===== config.mk =====
export PLATFORM = sky130hd
export DESIGN_NAME = asrv32_writeback_commit
export DESIGN_NICKNAME = d
export VERILOG_FILES = /design/src/rtl/asrv32_writeback_commit_pkg.sv /design/src/rtl/asrv32_writeback_commit_load_align.sv /design/src/rtl/asrv32_writeback_commit.sv
export SDC_FILE = /design/constraint.sdc
export NUM_CORES = 1
export LEC_CHECK = 0
export ABC_CLOCK_PERIOD_IN_PS = 6400
export CORE_MARGIN = 5
export CORE_UTILIZATION = 51
export DETAILED_ROUTE_END_ITERATION = 7
export PLACE_DENSITY = 0.94
export SLEW_MARGIN = 5
export SYNTH_ARGS = -nofsm -noshare
export SYNTH_HDL_FRONTEND = slang
export SYNTH_SLANG_ARGS = --single-unit

===== constraint.sdc =====
create_clock -name i_clk -period 6.4 [get_ports i_clk]
set_input_delay 1.6 -clock i_clk [delete_from_list [all_inputs] [get_ports i_clk]]
set_output_delay 1.6 -clock i_clk [all_outputs]
set_load 0.1 [all_outputs]

===== src/rtl/asrv32_writeback_commit_pkg.sv =====
// asrv32_writeback_commit_pkg
//   Shared definitions for the ASRV32 writeback/commit stage: the one-hot
//   opcode bit indices (and the `OPCODE_WIDTH macro used for port widths),
//   load funct3 encodings, trap cause codes and the commit FSM states.
//   No ports; imported by the stage and its load-align sub-module.

`ifndef OPCODE_WIDTH
`define OPCODE_WIDTH 11
`endif

package asrv32_writeback_commit_pkg;

    // One-hot opcode bit positions within i_opcode.
    localparam int OP_RTYPE  = 0;
    localparam int OP_ITYPE  = 1;
    localparam int OP_LOAD   = 2;
    localparam int OP_STORE  = 3;
    localparam int OP_BRANCH = 4;
    localparam int OP_JAL    = 5;
    localparam int OP_JALR   = 6;
    localparam int OP_LUI    = 7;
    localparam int OP_AUIPC  = 8;
    localparam int OP_SYSTEM = 9;
    localparam int OP_FENCE  = 10;
    localparam int OPCODE_W  = `OPCODE_WIDTH;

    // Load width / signedness select.
    localparam logic [2:0] F3_LB  = 3'b000;
    localparam logic [2:0] F3_LH  = 3'b001;
    localparam logic [2:0] F3_LW  = 3'b010;
    localparam logic [2:0] F3_LBU = 3'b100;
    localparam logic [2:0] F3_LHU = 3'b101;

    // Trap cause codes reported on o_trap_cause.
    localparam logic [3:0] CAUSE_INSTR_MISALIGNED = 4'd0;
    localparam logic [3:0] CAUSE_LOAD_MISALIGNED  = 4'd4;

    typedef enum logic {
        ST_IDLE      = 1'b0,
        ST_WAIT_LOAD = 1'b1
    } state_e;

endpackage


===== src/rtl/asrv32_writeback_commit_load_align.sv =====
// asrv32_writeback_commit_load_align
//   Combinational load data extraction: picks the byte/half/word addressed by
//   the low address bits, sign- or zero-extends it, and flags misalignment.
//   Ports:
//     i_funct3      load width/sign select (unknown encodings behave as LW)
//     i_lsb         load byte offset
//     i_word        raw memory word
//     o_data        aligned, extended load value
//     o_misaligned  halfword at odd offset or word at non-zero offset

module asrv32_writeback_commit_load_align
    import asrv32_writeback_commit_pkg::*;
#(
    parameter int XLEN = 32
) (
    input  logic [2:0]      i_funct3,
    input  logic [1:0]      i_lsb,
    input  logic [XLEN-1:0] i_word,
    output logic [XLEN-1:0] o_data,
    output logic            o_misaligned
);

    logic [XLEN-1:0] shifted;
    logic [7:0]      byte_sel;
    logic [15:0]     half_sel;

    assign shifted  = i_word >> {i_lsb, 3'b000};
    assign byte_sel = shifted[7:0];
    assign half_sel = i_lsb[1] ? i_word[31:16] : i_word[15:0];

    always_comb begin
        // NOTE: every output gets a default first so no path can infer a latch.
        o_data       = i_word;
        o_misaligned = (i_lsb != 2'b00);
        case (i_funct3)
            F3_LB: begin
                o_data       = {{(XLEN-8){byte_sel[7]}}, byte_sel};
                o_misaligned = 1'b0;
            end
            F3_LBU: begin
                o_data       = {{(XLEN-8){1'b0}}, byte_sel};
                o_misaligned = 1'b0;
            end
            F3_LH: begin
                o_data       = {{(XLEN-16){half_sel[15]}}, half_sel};
                o_misaligned = i_lsb[0];
            end
            F3_LHU: begin
                o_data       = {{(XLEN-16){1'b0}}, half_sel};
                o_misaligned = i_lsb[0];
            end
            default: ;
        endcase
    end

endmodule


===== src/rtl/asrv32_writeback_commit.sv =====
// asrv32_writeback_commit
//   Writeback/commit stage of the ASRV32 core. Accepts one decoded instruction
//   per valid/ready handshake, waits for the load response when needed,
//   computes the next PC with one shared adder, raises misalignment traps and
//   registers the regfile write and architectural PC.
//   Optional build macro: ASRV32_INSTRET_EN adds a 64-bit retired counter on
//   o_instret; without it o_instret is tied to zero.
//   Ports:
//     i_clk, i_rst_n            clock, asynchronous active-low reset
//     i_valid / o_ready         instruction handshake (ready only when idle)
//     i_opcode, i_funct3        one-hot opcode, load width select
//     i_alu_result              ALU result, bit0 = branch taken
//     i_imm, i_rs1_data         immediate, rs1 value
//     i_load_addr_lsb           load byte offset
//     i_load_data, i_load_ack   load response word and its one-cycle strobe
//     o_rd, o_wr_rd_en          writeback data and one-cycle write strobe
//     o_pc                      architectural PC
//     o_commit, o_trap          one-cycle retire and trap pulses
//     o_trap_cause              cause of the most recent trap
//     o_instret                 retired instruction count

module asrv32_writeback_commit
    import asrv32_writeback_commit_pkg::*;
#(
    parameter int              XLEN        = 32,
    parameter logic [XLEN-1:0] PC_RESET    = 32'h0000_0000,
    parameter logic [XLEN-1:0] TRAP_VECTOR = 32'h0000_0004
) (
    input  logic                     i_clk,
    input  logic                     i_rst_n,
    input  logic                     i_valid,
    output logic                     o_ready,
    input  logic [`OPCODE_WIDTH-1:0] i_opcode,
    input  logic [2:0]               i_funct3,
    input  logic [XLEN-1:0]          i_alu_result,
    input  logic [XLEN-1:0]          i_imm,
    input  logic [XLEN-1:0]          i_rs1_data,
    input  logic [1:0]               i_load_addr_lsb,
    input  logic [XLEN-1:0]          i_load_data,
    input  logic                     i_load_ack,
    output logic [XLEN-1:0]          o_rd,
    output logic                     o_wr_rd_en,
    output logic [XLEN-1:0]          o_pc,
    output logic                     o_commit,
    output logic                     o_trap,
    output logic [3:0]               o_trap_cause,
    output logic [63:0]              o_instret
);

    state_e          state_q, state_d;
    logic [2:0]      ld_funct3_q;
    logic [1:0]      ld_lsb_q;
    logic            ld_capture;
    logic            commit_now;
    logic            wr_d, trap_d, taken;
    logic [3:0]      cause_d;
    logic [XLEN-1:0] sum, pc_plus4, target, rd_d, pc_d;
    logic [XLEN-1:0] load_data;
    logic            load_misaligned;

    assign o_ready = (state_q == ST_IDLE);

    // One adder serves JALR (rs1 based) and JAL/branch/AUIPC (PC based).
    assign sum      = (i_opcode[OP_JALR] ? i_rs1_data : o_pc) + i_imm;
    assign pc_plus4 = o_pc + XLEN'(4);

    asrv32_writeback_commit_load_align #(.XLEN(XLEN)) u_load_align (
        .i_funct3     (ld_funct3_q),
        .i_lsb        (ld_lsb_q),
        .i_word       (i_load_data),
        .o_data       (load_data),
        .o_misaligned (load_misaligned)
    );

    always_comb begin
        state_d    = state_q;
        ld_capture = 1'b0;
        commit_now = 1'b0;
        taken      = 1'b0;
        target     = sum;
        rd_d       = pc_plus4;
        wr_d       = 1'b1;
        pc_d       = pc_plus4;
        trap_d     = 1'b0;
        cause_d    = CAUSE_INSTR_MISALIGNED;
        case (state_q)
            ST_IDLE: begin
                if (i_valid) begin
                    if (i_opcode[OP_LOAD]) begin
                        state_d    = ST_WAIT_LOAD;
                        ld_capture = 1'b1;
                    end else begin
                        commit_now = 1'b1;
                        if (i_opcode[OP_JALR])
                            target = {sum[XLEN-1:1], 1'b0};
                        taken = i_opcode[OP_JAL] | i_opcode[OP_JALR] |
                                (i_opcode[OP_BRANCH] & i_alu_result[0]);
                        if (i_opcode[OP_RTYPE] | i_opcode[OP_ITYPE])
                            rd_d = i_alu_result;
                        else if (i_opcode[OP_LUI])
                            rd_d = i_imm;
                        else if (i_opcode[OP_AUIPC])
                            rd_d = sum;
                        wr_d = ~(i_opcode[OP_BRANCH] | i_opcode[OP_STORE] |
                                 i_opcode[OP_SYSTEM] | i_opcode[OP_FENCE]);
                        if (taken) begin
                            pc_d   = target;
                            trap_d = target[1];
                        end
                    end
                end
            end
            ST_WAIT_LOAD: begin
                if (i_load_ack) begin
                    state_d    = ST_IDLE;
                    commit_now = 1'b1;
                    rd_d       = load_data;
                    trap_d     = load_misaligned;
                    cause_d    = CAUSE_LOAD_MISALIGNED;
                end
            end
            default: state_d = ST_IDLE;
        endcase
        if (trap_d) begin
            wr_d = 1'b0;
            pc_d = TRAP_VECTOR;
        end
    end

    always_ff @(posedge i_clk or negedge i_rst_n) begin
        if (!i_rst_n) begin
            state_q <= ST_IDLE;
        end else begin
            // NOTE: sequential state uses <= so every flop samples pre-edge values.
            state_q <= state_d;
        end
    end

    always_ff @(posedge i_clk or negedge i_rst_n) begin
        if (!i_rst_n) begin
            o_rd         <= '0;
            o_wr_rd_en   <= 1'b0;
            o_pc         <= PC_RESET;
            o_commit     <= 1'b0;
            o_trap       <= 1'b0;
            o_trap_cause <= CAUSE_INSTR_MISALIGNED;
            // NOTE: capture registers are reset too; a few flops, and no X
            // can leak into the aligner after an aborted load.
            ld_funct3_q  <= 3'b000;
            ld_lsb_q     <= 2'b00;
        end else begin
            o_commit   <= commit_now;
            o_wr_rd_en <= commit_now & wr_d;
            o_trap     <= commit_now & trap_d;
            if (commit_now) begin
                o_pc <= pc_d;
                if (wr_d)
                    o_rd <= rd_d;
                if (trap_d)
                    o_trap_cause <= cause_d;
            end
            if (ld_capture) begin
                ld_funct3_q <= i_funct3;
                ld_lsb_q    <= i_load_addr_lsb;
            end
        end
    end

`ifdef ASRV32_INSTRET_EN
    logic [63:0] instret_q;

    // Wraps naturally at 2^64.
    always_ff @(posedge i_clk or negedge i_rst_n) begin
        if (!i_rst_n)
            instret_q <= 64'd0;
        else if (commit_now && !trap_d)
            instret_q <= instret_q + 64'd1;
    end

    assign o_instret = instret_q;
`else
    assign o_instret = 64'd0;
`endif

endmodule

After elaboration in Yosys (flattened, before gate mapping)
Cells that the tools add are included.
{"block": "totals", "wordCells": 69, "input_bits": 148, "ram_bits": 0, "mem_bits_ro": 0, "out_inout_bits": 136, "latch_bits": 0, "mem_count": 0, "register_bits": 77}
{"block": "classes", "n_reduce_logical": 6, "n_mul": 0, "eq_ne": 3, "magnitude_cmp": 0, "n_mux": 37, "shift": 1, "n_div": 0, "bitwise": 11, "add_sub_neg": 2}
{"cell": "$mux W32", "count": 12}
{"cell": "$pmux W32 S4", "count": 1}
{"cell": "$pmux W32 S2", "count": 1}
{"cell": "$add A32 B3 Y32 const B", "count": 1}
{"cell": "$add A32 B32 Y32", "count": 1}
{"cell": "$shr A32 B5 Y8", "count": 1}
{"cell": "$mux W1", "count": 16}
{"cell": "$mux W16", "count": 1}
{"cell": "$pmux W1 S2", "count": 4}
{"cell": "$eq A3 B3 Y1 const B", "count": 2}
{"cell": "$mux W3", "count": 2}
{"cell": "$or A1 B1 Y1", "count": 6}
{"cell": "$reduce_and A2 Y1", "count": 2}
{"cell": "$reduce_or A2 Y1", "count": 2}
{"cell": "$and A1 B1 Y1", "count": 3}
{"cell": "$eq A3 B1 Y1 const B", "count": 1}
{"cell": "$logic_not A3 Y1", "count": 1}
{"cell": "$not A1 Y1", "count": 2}
{"cell": "$reduce_bool A2 Y1", "count": 1}

Depth between registers and ports, before layout
{"block": "logic_depth", "ltp_word": 9, "ltp_mapped": 16, "ltp_nobuf": 14}

By module
From an unflattened synthesis, not the netlist that was laid out.
{"block": "unflattened", "cells_unflattened": 1108, "area_unflattened_um2": 8391.8}
{"mod": "asrv32_writeback_commit", "area_per_inst_um2": 7598.5, "cells_per_inst": 984, "instances": 1, "seq_area_each_um2": 1851.8}
{"mod": "asrv32_writeback_commit_load_align", "area_per_inst_um2": 793.3, "cells_per_inst": 124, "instances": 1, "seq_area_each_um2": 0.0}

Least setup slack after synthesis
No wires, ideal clock.
{"block": "synth_timing", "path_kind": "input to register", "start": "input port i_opcode[6]", "end": "register o_rd[29]", "path_stages": 14, "t_arrival_ps": 4671, "path_slack_ps": 1597, "required_ps": 6268, "n_path_buf": 3, "setup_time_ps": 132, "cell_sequence": "clkbuf_1 -> clkbuf_1 -> mux2_2 -> ha_1 -> buf_6 -> a21oi_1 -> o221ai_1 -> a221oi_2 -> nand2_1 -> o21a_4 -> a31o_4 -> a2111oi_2 -> o31a_1 -> o21ai_1"}
{"block": "synth_between", "elab_chain_len": 8, "word_cells_on_any_way": 16, "cone_classes": "1 x add/sub; 12 x mux; 2 x bitwise; 1 x reduce/logical"}
{"element": "start: declaration", "line_no": "asrv32_writeback_commit.sv:33", "source": "input logic [`OPCODE_WIDTH-1:0] i_opcode,"}
{"element": "$mux W32 / $or A1 B1 Y1 (equally long branches)", "line_no": "asrv32_writeback_commit.sv:64, asrv32_writeback_commit.sv:96"}
{"element": "$add A32 B32 Y32 / $or A1 B1 Y1 (equally long branches)", "line_no": "asrv32_writeback_commit.sv:64, asrv32_writeback_commit.sv:96"}
{"element": "$mux W32 / $mux W1 (equally long branches)", "line_no": "asrv32_writeback_commit.sv:102, asrv32_writeback_commit.sv:106"}
{"element": "$mux W32 / $mux W1 (equally long branches)", "line_no": "asrv32_writeback_commit.sv:100, asrv32_writeback_commit.sv:89"}
{"element": "$mux W32 / $mux W1 (equally long branches)", "line_no": "asrv32_writeback_commit.sv:98, asrv32_writeback_commit.sv:88"}
{"element": "$mux W32 / $pmux W1 S2 (equally long branches)", "line_no": "asrv32_writeback_commit.sv:89, asrv32_writeback_commit.sv:86"}
{"element": "$mux W32 / $mux W1 (equally long branches)", "line_no": "asrv32_writeback_commit.sv:88, asrv32_writeback_commit.sv:124"}
{"element": "$pmux W32 S2 / $reduce_and A2 Y1 (equally long branches)"}
{"element": "end signal: assignment", "line_no": "asrv32_writeback_commit.sv:158", "source": "o_rd <= rd_d;"}
{"element": "end: declaration", "line_no": "asrv32_writeback_commit.sv:41", "source": "output logic [XLEN-1:0] o_rd,"}
Several ways; a longest one is shown, not always the timed one.
A chain may end at the register's enable or synchronous reset.

Worst setup path after layout
{"block": "layout_timing", "start": "input port i_opcode[6]", "end": "register o_rd[21]"}
The elaborated chain is that of the path after synthesis.

==> qor.log <==
qor: run_status.run_status finished, final reports clean
qor: layout.most_frequent_standard_cell_in_the_layout_excluding_fill_and_tap_cells sky130_fd_sc_hd__clkdlybuf4s50_1
qor: layout.insertedDiodeCount 0
qor: die.die-area 18800 µm²
qor: layout.layout.cells.most_common_list sky130_fd_sc_hd__clkdlybuf4s50_1 (215), sky130_fd_sc_hd__nand2_1 (108), sky130_fd_sc_hd__o21ai_0 (96)
qor: synth.async_reset_ff_share 100%
qor: layout.layoutNonFillerInstCount 1464
qor: worst_hold_path.hold_class flop to flop
qor: placement.port-buffer-count 216
qor: layout.final_net_count 1425
qor: critical_path.worstPathMaxFanout 15
qor: clock_network.numCtsBuffers 9
qor: run.maxCapViolations 0
qor: power.total_leakage_power 4.38 nW
qor: synth.number_of_flip_flops_and_latches_in_the_synthesized_netlist 74
qor: critical_path.worstPathRequired 6.61 ns
qor: timing.grt_setup_unrepaired no
qor: layout.final_layout_size_suffix_gt1_share 8.01%
qor: grt.grt_antenna_before_repair 1
qor: critical_path.setup.worst_path.end o_rd[21]
qor: critical_path.cp-end-kind flop
qor: synth.synthCells 1068
qor: grt.grt_start_max_net_pins 75
qor: clock_network.clock_latency 0.35 ns
qor: routing.finalWirelength 31700 µm
qor: timing.holdWs 0.486 ns
qor: timing.clock-skew-final 0.00836 ns
qor: clock_network.cts.repair_timing.setup_buffer_count 0
qor: critical_path.worst_setup_path_startpoint i_opcode[6]
qor: clock_network.tritoncts_clock_tree done
qor: die.coreArea 15900 µm²
qor: grt.grt_first_pass_wirelength 47400 µm
qor: critical_path.reg2reg_to o_rd[30]
qor: critical_path.r2r_cells 13
qor: timing.hold_viol_final 0
qor: critical_path.setup.worst_path.class primary input to flop
qor: synth.post_synth_num_cell_types 86
qor: worst_hold_path.whs_path_depth 2
qor: clock_network.cts_htree_levels 3
qor: die.initial_core_util 51.8%
qor: timing.min_period_over_period 84.0%
qor: critical_path.rrSetupSlack 2.77 ns
qor: grt.grt.total_usage 32.3%
qor: timing.max_freq 0.186 GHz
qor: critical_path.crit_start_category primary input
qor: die.floorplan.die.height 137 µm
qor: clock_network.tritoncts_num_sinks 74
qor: die.num_rows 46
qor: synth.syn_area 8230 µm²
qor: power.pwr_density 438 nW/µm²
qor: routing.detailedRoute.firstIterationViolations 1452
qor: timing.finalSetupTns 0 ns
qor: die.design.portCount 284
qor: synth.synth_flop_cell sky130_fd_sc_hd__dfrtp_1
qor: critical_path.worst_ep_arrival_time 5.58 ns
qor: grt.globalRouteOverflowTotal 0
qor: placement.finalWeightedCongestion 0.992
qor: timing.final-setup-viol-count 0
qor: routing.detail_route.drc_violations 0
qor: routing.detail_route.wl_per_cell 21.6 µm
qor: timing.max_slew.worst_pin.slew 1.12 ns
qor: power.peakVddDrop 0.321 mV
qor: synth.synth_edf_count 0
qor: clock_network.cts.hold.buffers_added 0
qor: routing.drt_first_pass_iters 6
qor: critical_path.cp_common_cell sky130_fd_sc_hd__o21ai_0
qor: grt.grt_pass1_vias 8652
qor: critical_path.regToRegStartpoint o_pc[0]
qor: clock_network.clk_transition_reported_paths 0.06 ns
qor: timing.number_of_slew_limit_violations_in_the_final_report 0
qor: layout.flow.area_growth_from_synthesis 27.4%
qor: timing.final_period_minus_worst_setup_slack 5.38 ns
qor: routing.number_of_routed_nets_with_antenna_violations 0
qor: timing.max_slew_margin 25.0%
qor: routing.vias 9283
qor: clock_network.cts.repair.resized 0
qor: placement.place.detailed.hpwl 24500 µm
qor: clock_network.ctsRootBufferMaster sky130_fd_sc_hd__clkbuf_16
qor: routing.vias_per_cell 6.34
qor: critical_path.critical_path.cell_chain clkdlybuf4s50_1, buf_4, mux2_2, ha_1, nand4_1, or4_1, a21oi_2, and2b_2, xnor2_1, a211o_1, o21ai_0, o21ai_0
qor: die.die_width 137 µm
qor: synth.synth_warn 0
qor: synth.synth.yosys.seq_area_share 22.5%
qor: critical_path.cpPeakStageDelay 0.87 ns
qor: clock_network.clock_tree.buffer_depth 2
qor: critical_path.critPathSlowestCell sky130_fd_sc_hd__clkdlybuf4s50_1
qor: placement.dp_cells 1449
qor: synth.synthesized_area_per_cell 7.71 µm²
## layout make-up
type                    instances  area [µm²]
multi-input cells             900        5720
fillers                      1359        5390
repair buffers                231        2270
flip-flops and latches         74        1850
well taps                     216         270
clock buffers                  13         260
inverters                      28         105
clock inverters                 2        12.5
## where the power goes
| part | total [mW] | switching (mW) | internal [mW] |
|---|---|---|---|
| clock | 0.486 | 0.205 | 0.281 |
| combinational | 3.21 | 2.30 | 0.909 |
| sequential | 0.905 | 0.271 | 0.634 |
| total | 4.60 | 2.78 | 1.82 |
## Yosys cell counts (all sizes together), types with 7 or more instances
| cell | count | share of area, % |
|---|---|---|
| o21ai | 103 | 6.4 |
| nor2 | 90 | 4.2 |
| ha | 32 | 4.9 |
| or3 | 7 | 0.53 |
| xnor2 | 25 | 2.7 |
| nor2b | 8 | 0.61 |
| nand4 | 9 | 0.76 |
| dfrtp | 74 | 22 |
| and3 | 18 | 1.4 |
| buf | 85 | 7.6 |
| a211oi | 18 | 1.8 |
| clkbuf | 46 | 2.1 |
| mux2i | 14 | 1.7 |
| nand2 | 109 | 5.0 |
| a221oi | 23 | 2.6 |
| a21o | 20 | 1.9 |
| and2 | 8 | 0.61 |
| nand3 | 31 | 1.9 |
| inv | 27 | 1.2 |
| nor3 | 16 | 0.97 |
| o31ai | 9 | 0.82 |
| o22ai | 8 | 0.61 |
| a22oi | 8 | 0.73 |
| a21oi | 83 | 5.1 |
| xor2 | 28 | 3.0 |
| o211ai | 12 | 1.1 |
| a31oi | 17 | 1.3 |
| mux2 | 34 | 4.7 |
| o21a | 10 | 1.0 |
| o221ai | 12 | 1.4 |
| nor4 | 7 | 0.61 |
## metrics by stage
step / total power, mW / setup slack [ns] / area (µm²) / util [%]
after global placement: 4.03 / 0.866 / 10200 / 64.3
after floorplan: 3.28 / 1.60 / 8480 / -
after global routing: 4.79 / 0.856 / 10500 / 66.1
final: 4.60 / 1.02 / 10500 / 66.1
after CTS: 4.54 / 1.14 / 10500 / 66.1
after detailed placement: 4.06 / 0.800 / 10200 / 64.3
## flip-flops by register name (all words and copies together), names as in the netlist
name	count
state_q	1
o_rd	32
o_pc	32
ld_lsb_q	2
o_trap_cause	1
ld_funct3_q	3
o_trap	1
o_wr_rd_en	1
o_commit	1
## worst min-delay path by stage
stage	start	to	slack, ns
3_3_place_gp	o_rd[0]	o_rd[0]	0.47
3_5_place_dp	o_rd[0]	o_rd[0]	0.47
2_1_floorplan	ld_funct3_q[2]	ld_funct3_q[2]	0.54
4_1_cts	o_rd[0]	o_rd[0]	0.48
5_1_grt	o_rd[1]	o_rd[1]	0.51
6_report	o_rd[0]	o_rd[0]	0.49
## cell families (layout without fill, tap and decap cells)
family          Yosys count  count (layout)  share of synthesized area [%]
buf+inv                 160             274                           11.1
xor+xnor                 53              53                           5.64
flops                    74              74                           22.5
mux                      49              49                           6.63
other cells               1              67                         0.0455
compound gates          371             371                           30.2
simple gates            327             327                           18.8
fa+ha+maj                33              33                           5.11
## worst max-delay path, delay by kind of cell
family                     cells  cell delay [ns]
adders and majority gates      1             0.42
xor gates and xnor gates       1             0.15
buffers and inverters          2             1.21
AOI/OAI and AO/OA              4             0.87
muxes                          1             0.36
and+or+nand+nor                3             0.95
## per-layer routing
metal	GRT usage, %	share of wire, %	vias to the layer above	wire, µm
met4	12.8	3.7	2	1170
li1	-	-	4159	-
met2	49.6	44	711	14000
met3	7.61	14	96	4330
met1	43.8	38	4315	12200
met5	0	0.038	-	12
No activity file was read; power rests on OpenSTA's default activity.
